===== config.mk =====
export PLATFORM = sky130hd
export DESIGN_NAME = text_line_fetcher
export DESIGN_NICKNAME = d
export VERILOG_FILES = /design/src/rtl/tetris_text_pkg.sv /design/src/rtl/text_line_buffer.sv /design/src/rtl/text_line_fetcher.sv
export SDC_FILE = /design/constraint.sdc
export NUM_CORES = 1
export LEC_CHECK = 0
export ABC_CLOCK_PERIOD_IN_PS = 6900
export BUFFER_PORTS_ARGS = -buffer_cell sky130_fd_sc_hd__buf_4
export CAP_MARGIN = 20
export CORE_UTILIZATION = 43
export CTS_BUF_LIST = sky130_fd_sc_hd__clkbuf_8 sky130_fd_sc_hd__clkbuf_16
export CTS_CLUSTER_DIAMETER = 200
export CTS_CLUSTER_SIZE = 28
export DETAILED_ROUTE_END_ITERATION = 7
export PLACE_DENSITY = 0.71
export SLEW_MARGIN = 20
export SYNTH_ARGS = -nofsm -noshare
export SYNTH_HDL_FRONTEND = slang
export SYNTH_HIERARCHICAL = 1
export SYNTH_SLANG_ARGS = --single-unit

===== constraint.sdc =====
create_clock -name clk_i -period 6.9 [get_ports clk_i]
set_input_delay 0.69 -clock clk_i [delete_from_list [all_inputs] [get_ports clk_i]]
set_output_delay 0.69 -clock clk_i [all_outputs]
set_load 0.02 [all_outputs]

===== src/rtl/tetris_text_pkg.sv =====
// tetris_text_pkg: shared state encoding and glyph ROM geometry for the text line fetcher.
package tetris_text_pkg;
  typedef enum logic [1:0] {IDLE, FETCH, DRAW} state_t;
  localparam int GLYPH_ROWS = 64;
  localparam int GLYPH_CODE_W = 3;
  localparam int ROW_W = 6;
endpackage


===== src/rtl/text_line_buffer.sv =====
// text_line_buffer: one ROM row per glyph slot, single write port and a single-bit read port.
module text_line_buffer
  import tetris_text_pkg::*;
#(
  parameter int width_p = 32,
  parameter int num_glyphs_p = 5
) (
  input  logic                       clk_i,
  input  logic                       rst_n_i,
  input  logic                       clr_i,
  input  logic                       we_i,
  input  logic [GLYPH_CODE_W-1:0]    wr_slot_i,
  input  logic [width_p-1:0]         wr_data_i,
  input  logic [GLYPH_CODE_W-1:0]    rd_slot_i,
  input  logic [$clog2(width_p)-1:0] rd_col_i,
  output logic                       rd_bit_o
);
  logic [width_p-1:0] r_mem [num_glyphs_p];
  always_ff @(posedge clk_i or negedge rst_n_i) begin
    if (!rst_n_i) r_mem <= '{default: '0};
    else if (clr_i) r_mem <= '{default: '0};
    else if (we_i && int'(wr_slot_i) < num_glyphs_p) r_mem[wr_slot_i] <= wr_data_i;
  end
  assign rd_bit_o = (int'(rd_slot_i) < num_glyphs_p) ? r_mem[rd_slot_i][rd_col_i] : 1'b0;
endmodule


===== src/rtl/text_line_fetcher.sv =====
// text_line_fetcher: fetches one glyph ROM row per character during hblank, then serialises it to pixels.
module text_line_fetcher
  import tetris_text_pkg::*;
#(
  parameter int width_p = 32,
  parameter int depth_p = 512,
  parameter int glyph_rows_p = GLYPH_ROWS,
  parameter int num_glyphs_p = 5,
  parameter int first_glyph_p = 0,
  parameter int x_origin_p = 160,
  parameter int y_origin_p = 32
) (
  input  logic                       clk_i,
  input  logic                       rst_n_i,
  input  logic                       line_start_i,
  input  logic [9:0]                 line_y_i,
  input  logic                       pixel_valid_i,
  input  logic [9:0]                 pixel_x_i,
  output logic [$clog2(depth_p)-1:0] rom_addr_o,
  input  logic [width_p-1:0]         rom_data_i,
  output logic                       pixel_o,
  output logic                       busy_o
);
  localparam int AW = $clog2(depth_p);
  localparam int CW = $clog2(width_p);
  localparam int KW = 4;
  state_t r_state, w_state_nxt;
  logic [KW-1:0] r_k;
  logic [ROW_W-1:0] r_row;
  logic r_hit, r_pixel;
  logic [AW-1:0] r_rom_addr;
  logic [width_p-1:0] r_fdata;
  logic [10:0] w_row, w_rel;
  logic w_row_hit, w_in_x, w_rd_bit, w_fetch_last;
  logic [GLYPH_CODE_W-1:0] w_code0, w_code_nxt, w_rd_slot;
  logic [CW-1:0] w_rd_col;
  // Signed 11-bit differences: a set MSB means the position lies before the origin.
  assign w_row = {1'b0, line_y_i} - 11'(y_origin_p);
  assign w_row_hit = !w_row[10] && (w_row < 11'(glyph_rows_p));
  assign w_rel = {1'b0, pixel_x_i} - 11'(x_origin_p);
  assign w_in_x = !w_rel[10] && (w_rel < 11'(num_glyphs_p * width_p));
  assign w_rd_slot = GLYPH_CODE_W'(w_rel / 11'(width_p));
  assign w_rd_col = CW'(width_p - 1) - CW'(w_rel % 11'(width_p));
  assign w_code0 = GLYPH_CODE_W'(first_glyph_p);
  assign w_code_nxt = w_code0 + GLYPH_CODE_W'(r_k) + GLYPH_CODE_W'(1);
  assign w_fetch_last = r_k == KW'(num_glyphs_p);
  always_ff @(posedge clk_i or negedge rst_n_i) begin
    if (!rst_n_i) r_state <= IDLE;
    else r_state <= w_state_nxt;
  end
  always_comb begin
    w_state_nxt = r_state;
    if (line_start_i) w_state_nxt = w_row_hit ? FETCH : DRAW;
    else if (r_state == FETCH && w_fetch_last) w_state_nxt = DRAW;
  end
  // ROM data is registered one cycle, so slot n is written while address n+1 is on the bus.
  always_ff @(posedge clk_i or negedge rst_n_i) begin
    if (!rst_n_i) begin
      r_k <= '0;
      r_row <= '0;
      r_hit <= 1'b0;
      r_rom_addr <= '0;
      r_fdata <= '0;
      r_pixel <= 1'b0;
    end else begin
      r_pixel <= (r_state == DRAW) && pixel_valid_i && r_hit && w_in_x && w_rd_bit;
      if (line_start_i) begin
        r_k <= '0;
        r_hit <= w_row_hit;
        r_row <= w_row[ROW_W-1:0];
        if (w_row_hit) r_rom_addr <= AW'({w_code0, w_row[ROW_W-1:0]});
      end else if (r_state == FETCH) begin
        r_k <= r_k + KW'(1);
        r_fdata <= rom_data_i;
        if (r_k < KW'(num_glyphs_p - 1)) r_rom_addr <= AW'({w_code_nxt, r_row});
      end
    end
  end
  text_line_buffer #(.width_p(width_p), .num_glyphs_p(num_glyphs_p)) u_buf (
    .clk_i     (clk_i),
    .rst_n_i   (rst_n_i),
    .clr_i     (line_start_i && !w_row_hit),
    .we_i      (r_state == FETCH && r_k != '0),
    .wr_slot_i (GLYPH_CODE_W'(r_k - KW'(1))),
    .wr_data_i (r_fdata),
    .rd_slot_i (w_rd_slot),
    .rd_col_i  (w_rd_col),
    .rd_bit_o  (w_rd_bit)
  );
  assign rom_addr_o = r_rom_addr;
  assign pixel_o = r_pixel;
  assign busy_o = r_state == FETCH;
endmodule


==> impl_metrics.py <==
metrics = {
    "status": {
        "outcome": "finished clean",
    },
    "critical_path": {
        "worstSetupEndpointType": "flop",
        "r2r.worst_path.cells": 8,
        "worst-path-max-fanout": 42,
        "critPathLaunchType": "primary input",
        "critPathRequiredTime_ns": 7.29,
        "criticalPathCategory": "primary input to flop",
        "worst-endpoint-arrival_ns": 4.67,
    },
    "route": {
        "vias": 7647,
        "remaining_drc_errors": 0,
        "postRouteAntennaNets": 0,
        "drt-initial-drc-count": 547,
        "wire_per_inst_microns": 18.0,
        "drt_pass1_iterations": 5,
        "route.final.wire_length_mm": 24.5,
        "post_drt_via_cell_ratio": 5.63,
    },
    "final_layout": {
        "most_used_cells_in_the_layout_excluding_fill_and_tap_cells": "sky130_fd_sc_hd__nand2_1, sky130_fd_sc_hd__dfrtp_1, sky130_fd_sc_hd__a21oi_1, sky130_fd_sc_hd__buf_4",
        "drive_above_1_share_pct": 16.7,
        "antenna-diode-count": 0,
        "layout.cell_area.non_filler_sq_mm": 0.0112,
        "areaGrowthSynthToFinish_pct": 9.74,
        "final_core_utilization_pct": 48.0,
        "layout.cells.most_common": "sky130_fd_sc_hd__nand2_1",
        "nets": 1102,
    },
    "timing": {
        "fmaxAchievable_mhz": 234,
        "fin_ws_ns": 2.62,
        "worstMarginPinSlew_ns": 0.861,
        "final-setup-viol-count": 0,
        "final_hold_viol_count": 0,
        "period_share_pct": 62.0,
        "timing.final.max_slew_violations": 0,
        "finalCriticalPeriod_ns": 4.28,
        "unrepaired_setup_endpoints_after_global_routing": "false",
        "worst_clock_skew_ns": 0.0175,
        "timing.slew.headroom_pct": 42.4,
        "setup_tns_ns": 0,
    },
    "placement": {
        "gpl.final_weighted_congestion": 0.830,
        "number_of_i_o_port_buffers": 66,
        "postPlaceCellArea_sq_mm": 0.0109,
        "hpwlAfterDp_mm": 15.5,
        "dp_worst_setup_slack_ns": 2.18,
    },
    "floorplanning": {
        "initial_utilization_pct": 43.8,
        "core_sq_mm": 0.0234,
        "boundaryPins": 67,
        "fp.dieW_microns": 156,
        "die_h_microns": 156,
        "placement_rows": 56,
        "die_area_sq_mm": 0.0245,
    },
    "synth": {
        "postSynthCellCount": 1017,
        "postSynthAreaPerCell_sq_um": 10.1,
        "dominant_combinational_cell_family_by_area_after_synthesis": "compound AO/OA/AOI/OAI gates",
        "postSynth.topFlopCell": "sky130_fd_sc_hd__dfrtp_1",
        "ys_ff_latch": 215,
        "fraction_of_synthesized_cell_area_taken_by_the_top_area_cell_type_pct": 52.5,
        "synthMuxAreaShare_pct": 11.9,
        "top_cell_type_by_total_area_after_synthesis": "sky130_fd_sc_hd__dfrtp_1",
        "synthAdderAreaFrac_pct": 0.733,
        "total_standard_cell_area_after_synthesis_sq_mm": 0.0102,
        "portion_of_the_post_synthesis_area_used_by_sequential_elements_pct": 52.5,
        "area_share_of_and_or_nand_nor_cells_after_synthesis_pct": 13.4,
        "count_of_different_cell_masters_after_synthesis": 54,
        "share_of_the_synthesized_area_in_compound_gates_ao_oa_aoi_oai_pct": 16.3,
        "postSynth.asyncResetShare_pct": 100,
        "post_synth_xor_area_fraction_pct": 0.598,
        "synth_edf_count": 0,
        "synthesis.nets": 1079,
        "synth.area.top_cells": "sky130_fd_sc_hd__dfrtp_1, sky130_fd_sc_hd__nand2_1, sky130_fd_sc_hd__a21oi_1",
        "synth_warnings": 6,
    },
    "grt": {
        "grt_overflow": 0,
        "grt.total_usage_pct": 20.7,
        "grt_start_max_net_pins": 83,
        "antenna_violations_before_repair": 0,
        "vias_in_the_first_global_route": 7512,
        "wire_length_of_the_first_global_routing_pass_mm": 40.5,
    },
    "clock_tree": {
        "clock_buffer_depth": 3,
        "total_clock_buffers_created_by_cts": 11,
        "cts_hold_buffers": 0,
        "path_clk_slew_ns": 0.11,
        "cts.sinks": 215,
        "clk_root_buffer_cell": "sky130_fd_sc_hd__clkbuf_16",
        "cts_tree": "built",
        "insertion_delay_ns": 0.47,
        "cts_post_setup_buffers_inserted": 0,
        "cts.repair.resized": 0,
        "cts_htree_levels": 1,
    },
    "power": {
        "internal_power_w": 0.00170,
        "clock_power_share_pct": 30.0,
        "switching_share_pct": 25.6,
        "power.ir.vdd_worst_mv": 0.137,
        "combinationalPowerShare_pct": 11.4,
        "seq_power_share_pct": 58.6,
        "power-per-cell-area_mw_per_mm2": 203,
        "power.leakage_nw": 4.90,
        "power_switching_w": 0.000585,
    },
    "min_path": {
        "worstHoldPathType": "primary input to async pin",
    },
    "job": {
        "timing.max_cap.violations": 0,
    },
}
## synth_stat cells, types with 4 or more instances
cell type / number
sky130_fd_sc_hd__xor2_1: 4
sky130_fd_sc_hd__mux2_4: 7
sky130_fd_sc_hd__ha_1: 6
sky130_fd_sc_hd__inv_1: 19
sky130_fd_sc_hd__mux2_1: 8
sky130_fd_sc_hd__a311oi_1: 6
sky130_fd_sc_hd__nor2_1: 37
sky130_fd_sc_hd__nor2b_1: 8
sky130_fd_sc_hd__nor3_1: 5
sky130_fd_sc_hd__a31oi_1: 22
sky130_fd_sc_hd__mux2_2: 44
sky130_fd_sc_hd__dfrtp_1: 215
sky130_fd_sc_hd__a22o_1: 46
sky130_fd_sc_hd__o21ai_0: 15
sky130_fd_sc_hd__a21oi_1: 135
sky130_fd_sc_hd__buf_4: 5
sky130_fd_sc_hd__nand3b_1: 7
sky130_fd_sc_hd__o221ai_1: 13
sky130_fd_sc_hd__clkbuf_1: 46
sky130_fd_sc_hd__nand2_1: 245
sky130_fd_sc_hd__nand3_1: 7
sky130_fd_sc_hd__buf_2: 6
sky130_fd_sc_hd__mux2i_1: 46
sky130_fd_sc_hd__buf_6: 13
sky130_fd_sc_hd__o21ai_1: 6
## logic make-up after synthesis
kind of cell / after synthesis
AO/OA/AOI/OAI: 261
AND/OR/NAND/NOR: 326
XOR/XNOR: 7
flip-flops: 215
adder cells (fa/ha/maj): 6
multiplexers: 108
buffers and inverters: 94
## registers in the layout, indices dropped and copies added (netlist names)
name and cells:
r_k 4, rom_addr_o 9, r_state 2, pixel_o 1, r_hit 1, u_buf/r_mem 160
r_fdata 32, r_row 6
## worst max-delay path, stage by stage
cell                       delay [ns]
sky130_fd_sc_hd__buf_4           0.12
sky130_fd_sc_hd__inv_2           0.55
sky130_fd_sc_hd__ha_1            0.37
sky130_fd_sc_hd__xnor2_2         0.09
sky130_fd_sc_hd__buf_4           0.34
sky130_fd_sc_hd__inv_2           0.42
sky130_fd_sc_hd__nand2_1         0.43
sky130_fd_sc_hd__o221ai_1        0.34
sky130_fd_sc_hd__a311oi_1        0.13
sky130_fd_sc_hd__a311oi_1        0.34
sky130_fd_sc_hd__a211oi_2        0.09
sky130_fd_sc_hd__a221oi_2        0.26
sky130_fd_sc_hd__nand4_1         0.13
sky130_fd_sc_hd__nor2_1          0.10
sky130_fd_sc_hd__nand2_1         0.06
sky130_fd_sc_hd__a211oi_1        0.19
## through the flow
stage	std cells	hold slack (ns)	power, W
finish	1358	0.210	0.00228
global route	1358	0.251	0.00238
CTS	1357	0.241	0.00231
detailed placement	1345	0.481	0.00162
global placement	1345	0.477	0.00162
floorplan	1017	0.394	0.00151
## layout make-up
class                      instances  area, sq um
multi-input combinational        708         4450
sequential                       215         5380
tap                              319          399
timing repair buffer              83          653
clock inverter                     1         11.3
fill                            2200        12200
clock buffer                      11          275
inverter                          21         78.8
## power by group through the flow
| stage | logic (W) | clock network [W] | registers (W) |
|---|---|---|---|
| 6_report | 0.000260 | 0.000685 | 0.00134 |
| 5_1_grt | 0.000282 | 0.000752 | 0.00135 |
| 4_1_cts | 0.000263 | 0.000707 | 0.00134 |
| 3_5_place_dp | 0.000262 | 0 | 0.00136 |
| 3_3_place_gp | 0.000256 | 0 | 0.00136 |
| 2_1_floorplan | 0.000141 | 0 | 0.00137 |
## final timing paths
| check | end | slack, ns | start |
|---|---|---|---|
| worst max-delay path | pixel_o | 2.62 | pixel_x_i[5] |
| worst min-delay path | rom_addr_o[4] | 0.21 | rst_n_i |
| worst max register to register | u_buf/r_mem[58] | 3.62 | r_k[0] |
| worst min register to register | r_row[5] | 0.50 | r_row[5] |
| max in group asynchronous | r_fdata[16] | 5.48 | rst_n_i |
| min in group clk_i | r_fdata[12] | 0.44 | rom_data_i[12] |
## layer usage
metal  part of all wire [%]  vias up  wire length [microns]  track usage, %
met5                      0        -                      0               0
li1                       -     3570                      -               -
met3                    5.0       20                   1230            2.60
met2                     47      198                  11500            34.1
met1                     47     3859                  11400            29.7
met4                   0.98        0                    240            3.50
No activity file was read; power rests on OpenSTA's default activity.
